[config.mk]
export PLATFORM = sky130hd
export DESIGN_NAME = decode_stage
export DESIGN_NICKNAME = d
export VERILOG_FILES = /design/src/rtl/mips_pkg.sv /design/src/rtl/decode_stage_reg_file.sv /design/src/rtl/decode_stage.sv
export SDC_FILE = /design/constraint.sdc
export NUM_CORES = 2
export LEC_CHECK = 0
export BUFFER_PORTS_ARGS = -buffer_cell sky130_fd_sc_hd__buf_4
export CORE_ASPECT_RATIO = 1.25
export CORE_MARGIN = 3
export CORE_UTILIZATION = 45
export DETAILED_ROUTE_END_ITERATION = 12
export PLACE_DENSITY_LB_ADDON = 0.3
export SLEW_MARGIN = 15
export SYNTH_ARGS = -nofsm -noshare
export SYNTH_HDL_FRONTEND = slang
export SYNTH_SLANG_ARGS = --single-unit
[constraint.sdc]
create_clock -name clk -period 6.3 [get_ports clk]
set_input_delay 0.315 -clock clk [delete_from_list [all_inputs] [get_ports clk]]
set_output_delay 0.315 -clock clk [all_outputs]
set_load 0.01 [all_outputs]
[src/rtl/mips_pkg.sv]
// Shared MIPS encoding constants: opcodes, the jr function code and instruction field widths.
package mips_pkg;

    localparam int OPCODE_W  = 6;
    localparam int FUNCT_W   = 6;
    localparam int REG_IDX_W = 5;
    localparam int SHAMT_W   = 5;
    localparam int IMM_W     = 16;
    localparam int TARGET_W  = 26;
    localparam int INSTR_W   = 32;

    localparam logic [OPCODE_W-1:0] OP_RTYPE = 6'b000000;
    localparam logic [OPCODE_W-1:0] OP_J     = 6'b000010;
    localparam logic [OPCODE_W-1:0] OP_JAL   = 6'b000011;
    localparam logic [OPCODE_W-1:0] OP_BEQ   = 6'b000100;
    localparam logic [OPCODE_W-1:0] OP_BNE   = 6'b000101;

    localparam logic [FUNCT_W-1:0]  FUNCT_JR = 6'b001000;

endpackage

[src/rtl/decode_stage_reg_file.sv]
// 32-entry register file: two combinational read ports with write-through bypass,
// one synchronous write port, asynchronous active-low clear, and $0 hardwired to zero.
module reg_file
    import mips_pkg::*;
#(
    parameter int DATA_W   = 32,
    parameter int NUM_REGS = 32
) (
    input  logic                 clk,
    input  logic                 rst_n,
    input  logic [REG_IDX_W-1:0] i_ra1,
    input  logic [REG_IDX_W-1:0] i_ra2,
    input  logic                 i_we,
    input  logic [REG_IDX_W-1:0] i_wa,
    input  logic [DATA_W-1:0]    i_wd,
    output logic [DATA_W-1:0]    o_rd1,
    output logic [DATA_W-1:0]    o_rd2
);

    logic [DATA_W-1:0] r_regs [NUM_REGS];
    logic              w_we_valid;

    assign w_we_valid = i_we && (i_wa != '0);

    always_ff @(posedge clk or negedge rst_n) begin
        if (!rst_n) begin
            for (int i = 0; i < NUM_REGS; i++) begin
                r_regs[i] <= '0;
            end
        end else if (w_we_valid) begin
            r_regs[i_wa] <= i_wd;
        end
    end

    // Bypass lets writeback and decode share a cycle without a split-phase register file.
    always_comb begin
        o_rd1 = r_regs[i_ra1];
        if (i_ra1 == '0) begin
            o_rd1 = '0;
        end else if (w_we_valid && (i_wa == i_ra1)) begin
            o_rd1 = i_wd;
        end
    end

    always_comb begin
        o_rd2 = r_regs[i_ra2];
        if (i_ra2 == '0) begin
            o_rd2 = '0;
        end else if (w_we_valid && (i_wa == i_ra2)) begin
            o_rd2 = i_wd;
        end
    end

endmodule

[src/rtl/decode_stage.sv]
// MIPS decode stage: IF/ID register with stall/flush, register file, operand
// forwarding for the early compare, and branch/jump/jr resolution back to fetch.
module decode_stage
    import mips_pkg::*;
#(
    parameter int DATA_W   = 32,
    parameter int NUM_REGS = 32
) (
    input  logic                 clk,
    input  logic                 rst_n,
    input  logic [INSTR_W-1:0]   instr_f,
    input  logic [DATA_W-1:0]    pc_plus_4_f,
    input  logic                 stall_d,
    input  logic                 forward_a_d,
    input  logic                 forward_b_d,
    input  logic [DATA_W-1:0]    alu_out_m,
    input  logic                 reg_write_w,
    input  logic [REG_IDX_W-1:0] write_reg_w,
    input  logic [DATA_W-1:0]    result_w,
    output logic [INSTR_W-1:0]   instr_d,
    output logic [DATA_W-1:0]    pc_plus_4_d,
    output logic [DATA_W-1:0]    rd1_d,
    output logic [DATA_W-1:0]    rd2_d,
    output logic [DATA_W-1:0]    sign_imm_d,
    output logic [REG_IDX_W-1:0] rs_d,
    output logic [REG_IDX_W-1:0] rt_d,
    output logic [REG_IDX_W-1:0] rd_d,
    output logic                 branch,
    output logic                 jump,
    output logic                 jump_reg,
    output logic [DATA_W-1:0]    branch_addr,
    output logic [DATA_W-1:0]    jump_addr,
    output logic [DATA_W-1:0]    jump_reg_addr
);

    logic [INSTR_W-1:0]  r_instr;
    logic [DATA_W-1:0]   r_pc_plus_4;
    logic                r_valid;

    logic                w_flush;
    logic                w_active;
    logic                w_eq;
    logic [DATA_W-1:0]   w_cmp_a;
    logic [DATA_W-1:0]   w_cmp_b;
    logic [OPCODE_W-1:0] w_op;
    logic [FUNCT_W-1:0]  w_funct;

    // IF/ID register: stall outranks flush so a stalled redirect is not lost.
    always_ff @(posedge clk or negedge rst_n) begin
        if (!rst_n) begin
            r_instr     <= '0;
            r_pc_plus_4 <= '0;
            r_valid     <= 1'b0;
        end else if (!stall_d) begin
            if (w_flush) begin
                r_instr     <= '0;
                r_pc_plus_4 <= '0;
                r_valid     <= 1'b0;
            end else begin
                r_instr     <= instr_f;
                r_pc_plus_4 <= pc_plus_4_f;
                r_valid     <= 1'b1;
            end
        end
    end

    assign instr_d     = r_instr;
    assign pc_plus_4_d = r_pc_plus_4;
    assign w_op        = r_instr[31:26];
    assign w_funct     = r_instr[5:0];
    assign rs_d        = r_instr[25:21];
    assign rt_d        = r_instr[20:16];
    assign rd_d        = r_instr[15:11];
    assign sign_imm_d  = {{(DATA_W-IMM_W){r_instr[IMM_W-1]}}, r_instr[IMM_W-1:0]};

    reg_file #(
        .DATA_W   (DATA_W),
        .NUM_REGS (NUM_REGS)
    ) u_reg_file (
        .clk   (clk),
        .rst_n (rst_n),
        .i_ra1 (rs_d),
        .i_ra2 (rt_d),
        .i_we  (reg_write_w),
        .i_wa  (write_reg_w),
        .i_wd  (result_w),
        .o_rd1 (rd1_d),
        .o_rd2 (rd2_d)
    );

    assign w_cmp_a  = forward_a_d ? alu_out_m : rd1_d;
    assign w_cmp_b  = forward_b_d ? alu_out_m : rd2_d;
    assign w_eq     = (w_cmp_a == w_cmp_b);
    assign w_active = r_valid && !stall_d;

    always_comb begin
        branch   = 1'b0;
        jump     = 1'b0;
        jump_reg = 1'b0;
        if (w_active) begin
            case (w_op)
                OP_BEQ:   branch   = w_eq;
                OP_BNE:   branch   = !w_eq;
                OP_J,
                OP_JAL:   jump     = 1'b1;
                OP_RTYPE: jump_reg = (w_funct == FUNCT_JR);
                default: ;
            endcase
        end
    end

    assign w_flush       = branch | jump | jump_reg;
    assign branch_addr   = r_pc_plus_4 + {sign_imm_d[DATA_W-3:0], 2'b00};
    assign jump_addr     = {r_pc_plus_4[DATA_W-1:DATA_W-4], r_instr[TARGET_W-1:0], 2'b00};
    assign jump_reg_addr = w_cmp_a;

endmodule

---- Yosys cells after proc, flatten, opt, wreduce, memory -nomap -nowiden ----
Index checks and enable logic that the tools add are counted.
word-level totals
  register bits ........................... 1089
  bits of input ports ..................... 139
  output and inout port bits .............. 274
  logic and storage cells ................. 89
cells by class
  add/subtract/negate cells ............... 1
  order comparisons ....................... 4
  equal/unequal tests ..................... 8
  muxes and demuxes ....................... 24
  bitwise logic cells ..................... 5
  reduce and logical (&&, ||, !) cells .... 12
operators by type and width
  cell                  count
  $bwmux W1024          1
  $mux W32              13
  $bmux W32 S5          2
  $demux W32 S5         1
  $add A32 B32 Y32      1
  $eq A32 B32 Y1        1
  $ge A6 B6 Y1 const B  3
  $not A5 Y6            3
  $eq A6 B2 Y1 const B  2
  $eq A6 B3 Y1 const B  2
  $eq A5 B5 Y1          2
  $logic_not A5 Y1      2
  $eq A6 B4 Y1 const B  1
  $logic_not A6 Y1      1
  $lt A6 B1 Y1 const B  1
  $mux W1               6
  $logic_and A1 B1 Y1   5
  $reduce_bool A5 Y1    1
  $logic_not A1 Y1      2
  $or A1 B1 Y1          2
  $pmux W1 S2           1
  $reduce_or A2 Y1      1

---- Longest topological paths before layout ----
  word-level depth ........................ 14
  depth in mapped cells ................... 20
  depth with buffers taken out ............ 15

---- Cells and area by module ----
From an unflattened synthesis, not the netlist that was laid out.
second synthesis, totals
  cells, all modules ...................... 4517
  area total of the unflattened synthesis .. 61097.3 um^2
modules (own cells, without submodules)
  module        times used  cells an instance  area each (um^2)  seq. area each (um^2)
  reg_file      1           3869               55077.8           25624.6
  decode_stage  1           648                6019.5            1626.6

---- Worst setup path after synthesis ----
Ideal clock, no wire load.
  path kind ............................... register -> output
  start point ............................. register r_instr[21], in the netlist instr_d[21]
  end point ............................... output branch
  arrival time ............................ 3.832 ns
  required time ........................... 5.985 ns
  setup slack ............................. 2.153 ns
  cell stages (with the launch flop) ...... 19
  buffers on the path ..................... 6
  path through ............................ dfrtp_1 -> buf_6 -> buf_8 -> buf_6 -> buf_6 -> buf_6 -> buf_2 -> mux4_2 -> mux2i_1 -> nand2_1 -> o211ai_1 -> a31oi_1 -> xor2_1 -> a22o_1 -> nor3_1 -> nand4_1 -> nor4_1 -> xor2_1 -> and4_1
between the ends
  cells in the longest elaborated chain, start to end .. 11
  elaborated cells between the ends (all ways) .. 14
  classes of those cells .................. 2 x eq/ne; 8 x mux; 1 x bitwise; 3 x reduce/logical
ends and longest elaborated chain
  what                                         RTL line                     source
  from (decl)                                  decode_stage.sv:36           logic [INSTR_W-1:0] r_instr;
  from (signal assigned)                       decode_stage.sv:60           r_instr <= instr_f;
  $not A5 Y6 (implied by the code)             decode_stage_reg_file.sv:37  o_rd1 = r_regs[i_ra1];
  $bmux W32 S5                                 decode_stage_reg_file.sv:37
  $mux W32 (implied by the code) (2 in a row)  decode_stage_reg_file.sv:37
  $mux W32                                     decode_stage_reg_file.sv:40  end else if (w_we_valid && (i_wa == i_ra1)) begin
  $mux W32 (*)                                 decode_stage_reg_file.sv:38  if (i_ra1 == '0) begin
  via rd1_d[14]                                decode_stage.sv:22           output logic [DATA_W-1:0] rd1_d,
  $mux W32 (*)                                 decode_stage.sv:91           assign w_cmp_a = forward_a_d ? alu_out_m : rd1_d;
  $eq A32 B32 Y1 (*)                           decode_stage.sv:93           assign w_eq = (w_cmp_a == w_cmp_b);
  $logic_not A1 Y1                             decode_stage.sv:103          OP_BNE: branch = !w_eq;
  $pmux W1 S2 (*)                              decode_stage.sv:101          case (w_op)
  $mux W1 (*)                                  decode_stage.sv:100          if (w_active) begin
  to (decl)                                    decode_stage.sv:28           output logic branch,
Mark *: on every way through the listed nets, which the timed path passes. The rest lies on a longest branch. The select of a mux whose other input is x is not followed.

---- Worst setup path in the final report ----
  start point ............................. register r_instr[18], in the netlist instr_d[18]
  end point ............................... output branch
between the ends
  cells in the longest elaborated chain, start to end .. 11
  elaborated cells between the ends (all ways) .. 14
  classes of those cells .................. 2 x eq/ne; 8 x mux; 1 x bitwise; 3 x reduce/logical
ends and longest elaborated chain
  what                                         RTL line                     source
  $not A5 Y6 (implied by the code)             decode_stage_reg_file.sv:46  o_rd2 = r_regs[i_ra2];
  $bmux W32 S5                                 decode_stage_reg_file.sv:46
  $mux W32 (implied by the code) (2 in a row)  decode_stage_reg_file.sv:46
  $mux W32                                     decode_stage_reg_file.sv:49  end else if (w_we_valid && (i_wa == i_ra2)) begin
  $mux W32 (*)                                 decode_stage_reg_file.sv:47  if (i_ra2 == '0) begin
  $mux W32 (*)                                 decode_stage.sv:92           assign w_cmp_b = forward_b_d ? alu_out_m : rd2_d;
  $eq A32 B32 Y1 (*)                           decode_stage.sv:93
  $logic_not A1 Y1                             decode_stage.sv:103
  $pmux W1 S2 (*)                              decode_stage.sv:101
  $mux W1 (*)                                  decode_stage.sv:100
Mark *: on every way between the ends. The rest lies on a longest branch, timed or not. The select of a mux whose other input is x is not followed.

==> run summary <==
status - completed
DR vias - 50678
final wirelength - 275000 um
Hold Fails Final Rpt - 0
r2r endpoint - pc_plus_4_d[28]
Cell Chain, Critical Path - buf_12 > mux4_2 > o21ai_0 > nor4b_1 > buf_4 > a21oi_1 > buf_4 > or3_1 > a221o_1 > a22oi_1 > o211ai_1 > nor4_1 > buf_4 > xor2_1 > and4_1 > buf_4
cell mode on critical path - buf_4
fin area - 0.0734 sq mm
Root Buffer - clkbuf_16
synthesized area - 0.0635 sq mm
Worst Path Buf+Inv - 5
Die ar. - 0.146 sq mm
xor/xnor share of the synthesized area - 0.993%
die height - 426 um
Slew HR - 20.2%
Clock Tree Buf Depth - 3
FFs w/ async S/R, synth - 100%
GR Overflow Total - 0
CTS Buf Count - 112
initial drt markers - 6181
Placer Congestion - 1.02
Layout area overhead - 15.5%
max incr delay on CP - 790 ps
post-DP HPWL - 182000 um
f_max - 160 MHz
Synthesis Warnings - 0
sequential power share - 39.2%
layout cells sized above 1 - 41.8%
CP Launch Point - instr_d[18]
CTS tree - built
EDFF count, synth - 0
Num Clock Sinks - 1089
core area - 0.140 sq mm
mux cell area share after synthesis - 35.3%
vias per cell - 6.86
CP Depth - 16
htree depth - 3
CP endpoint - branch
first-pass GRT wire length - 381000 um
Synth Area in Simple Gates - 6.42%
filler instances - 11977
dpl cell area - 0.0685 sq mm
post-synthesis cell count - 5131
Internal - 16.0 mW
# DRC - 0
IO Count - 413
total leakage power - 32.8 nW
Worst setup SP type - flip-flop
RSZ-0062 raised after global routing - false
main combinational cell family by area after synthesis - multiplexers
CP Max Fanout - 38
ANT nets after route - 0
flops & latches, synth - 1089
Sw Pwr - 8.08 mW
drt wl/cell - 37.2 um
critical path's slowest cell - dfrtp_4
clock network power share - 30.1%
Worst VDD drop - 264 uV
FF-to-FF path depth - 14
Util after Layout - 52.5%
Non-Filler Instances - 7387
crit path kind - reg2out
Top FF cell, synth - dfrtp_1
Placed Cells incl. Taps - 7089
Final Cycle Share - 99.3%
Combinational Power Share - 30.7%
die width - 342 um
Seq/Total Area, Yosys - 42.9%
Final Setup Violations - 0
GR Util All Layers - 36.8%
crit path capture type - output port
Final nets - 5595
r2r startpoint - instr_d[18]
setup TNS - 0 ps
flop-to-flop setup slack - 380 ps
largest net degree at the start of global routing - 180
worst path arrival time - 5940 ps
CP required - 5980 ps
Pins Over Slew Limit - 0
maxcap violations - 0
Worst Max-Slew Pin Slew - 1200 ps
initial antenna violation count - 28
Site Rows - 153
Post-Synth Adder-Cell Area - 0.603%
Pre-antenna DRT Iters - 6
compound-gate portion of the synthesized area - 8.68%
Worst-Skew Late Latency - 780 ps
pwr dens - 328 mW/mm^2
clock-pin slew on the worst setup and hold paths - 60 ps
Initial Util - 45.5%
post-layout min period - 6260 ps
switch share - 33.6%
Max Clock Skew - 53.0 ps
Hold Crit Class - in2reg
Post-Syn Area per Cell - 12.4 sq um
multi-input logic area - 0.0332 sq mm
Port Buffer Count - 410
cell family with most CP delay - simple AND/OR/NAND/NOR gates
vias in the first global route - 50021
Register Area - 0.0273 sq mm
distinct cell type count after synthesis - 85
[registers in the layout, summed over array words and instances (netlist names)]
register / flops
u_reg_file.r_regs: 1024
r_valid: 1
pc_plus_4_d: 32
instr_d: 32
[cell type report]
class | instances | area share (%)
well taps | 1860 | 3.17
clock inverters | 48 | 0.885
diodes | 10 | 0.0341
flip-flops and latches | 1089 | 37.2
multi-input cells | 3405 | 45.3
clock buffers | 157 | 4.49
inverters | 55 | 0.283
repair buffers | 763 | 8.64
[per-stage QoR]
stage	setup slack, ps	hold WS [ps]	power, mW
after floorplan	2150	19.4	13.6
after global placement	506	377	16.4
after detailed placement	411	384	16.6
after CTS	12.2	44.4	23.8
after global routing	14.2	89.5	24.8
final	43.0	69.7	24.0
[cell usage after synthesis, types with 11 or more instances]
cell type	count	share of area, %
dfrtp_1	1089	43
mux2_2	951	17
mux2i_1	464	7.3
nand2_1	361	2.1
clkbuf_1	316	1.9
mux4_2	313	11
a22oi_1	171	2.0
o21ai_0	143	1.1
nor2_1	133	0.79
buf_4	118	1.4
nand3_1	116	0.91
buf_2	86	0.68
a21oi_1	78	0.61
o41ai_2	60	1.5
inv_1	52	0.31
xnor2_1	48	0.66
nor3_1	44	0.35
buf_6	37	0.66
and3_1	29	0.29
ha_1	29	0.57
nand4_1	29	0.29
a221oi_1	28	0.39
nor2b_1	25	0.25
xor2_1	24	0.33
buf_1	22	0.13
o22ai_1	22	0.22
a211oi_1	20	0.24
and2_1	17	0.17
nand2b_1	17	0.17
a31oi_1	16	0.16
o211ai_1	16	0.19
or2_2	16	0.16
a22o_1	14	0.19
a222oi_1	13	0.20
a21o_1	12	0.14
nor3b_1	11	0.13
o2111ai_1	11	0.15
o221ai_1	11	0.15
[power by group through the flow]
stage	Combinational (mW)	Sequential, mW	Clock, mW
after global placement	7.00	9.43	0
after floorplan	4.56	9.05	0
after global routing	7.73	9.54	7.54
after CTS	7.19	9.37	7.26
final	7.39	9.43	7.23
after detailed placement	7.09	9.51	0
[per-layer routing]
metal	track usage [%]	vias up	wire (um)
li1	-	19835	-
met5	0.202	-	138
met3	10.7	1060	31700
met2	56.2	3608	121000
met4	26.3	20	24000
met1	44.8	26155	98100
[worst min-delay path by stage]
stage                      startpoint                     end  slack [ps]  cells past startpoint
2_1_floorplan                   rst_n              instr_d[0]          20                      0
3_3_place_gp   u_reg_file.r_regs[993]  u_reg_file.r_regs[993]         380                      0
3_5_place_dp   u_reg_file.r_regs[993]  u_reg_file.r_regs[993]         380                      0
4_1_cts                   result_w[3]  u_reg_file.r_regs[643]          40                      2
5_1_grt                   result_w[3]  u_reg_file.r_regs[227]          90                      2
6_report                  result_w[3]  u_reg_file.r_regs[387]          70                      2
[cells by family (layout without fill, tap and decap cells)]
family | Yosys count | after routing
DFF | 1089 | 1089
other | 1 | 12
and+or+nand+nor | 861 | 861
xor gates and xnor gates | 72 | 72
buffers and inverters | 638 | 1023
AOI/OAI and AO/OA | 712 | 712
adders and majority gates | 30 | 30
muxes | 1728 | 1728
[what timing repair did]
action | in CTS | in global routing
pin swaps | 0 | 0
cloned | 0 | 0
buffers inserted | 3 | 11
hold endpoints to repair | 180 | 0
endpoints found under the setup margin | 1 | 1
gates resized for setup | 3 | 7
hold buffers | 69 | 0
[worst reg2reg max path, cell delays in order (launching register included)]
cell	delay, ps
dfrtp_4	790
buf_12	350
and2_1	800
a22oi_1	160
nand3_1	200
nand3_1	310
a222oi_1	450
xnor2_1	330
nor4b_1	430
nand4_1	140
nor4b_1	450
and4b_1	570
nor2_4	230
buf_12	230
o41ai_2	350
[placed cells by master (no fill, tap or decap), drive strengths merged, types with 12 or more instances in the layout]
cell	Yosys	final
dfrtp	1089	1089
mux2	951	951
buf	266	694
mux2i	464	464
nand2	361	361
mux4	313	313
a22oi	171	171
clkbuf	317	157
o21ai	145	145
nor2	135	135
nand3	116	116
a21oi	78	78
dlygate4sd3	0	69
o41ai	66	66
inv	53	54
xnor2	48	48
nor3	44	44
nand4	29	29
ha	29	29
and3	29	29
a221oi	28	28
clkinv	2	28
nor2b	25	25
xor2	24	24
o22ai	22	22
a211oi	20	20
and2	19	19
nand2b	17	17
or2	16	16
o211ai	16	16
a31oi	16	16
a22o	14	14
bufinv	0	14
nor3b	14	14
a222oi	13	13
a21o	12	12
(Power assumes the default switching activity.)
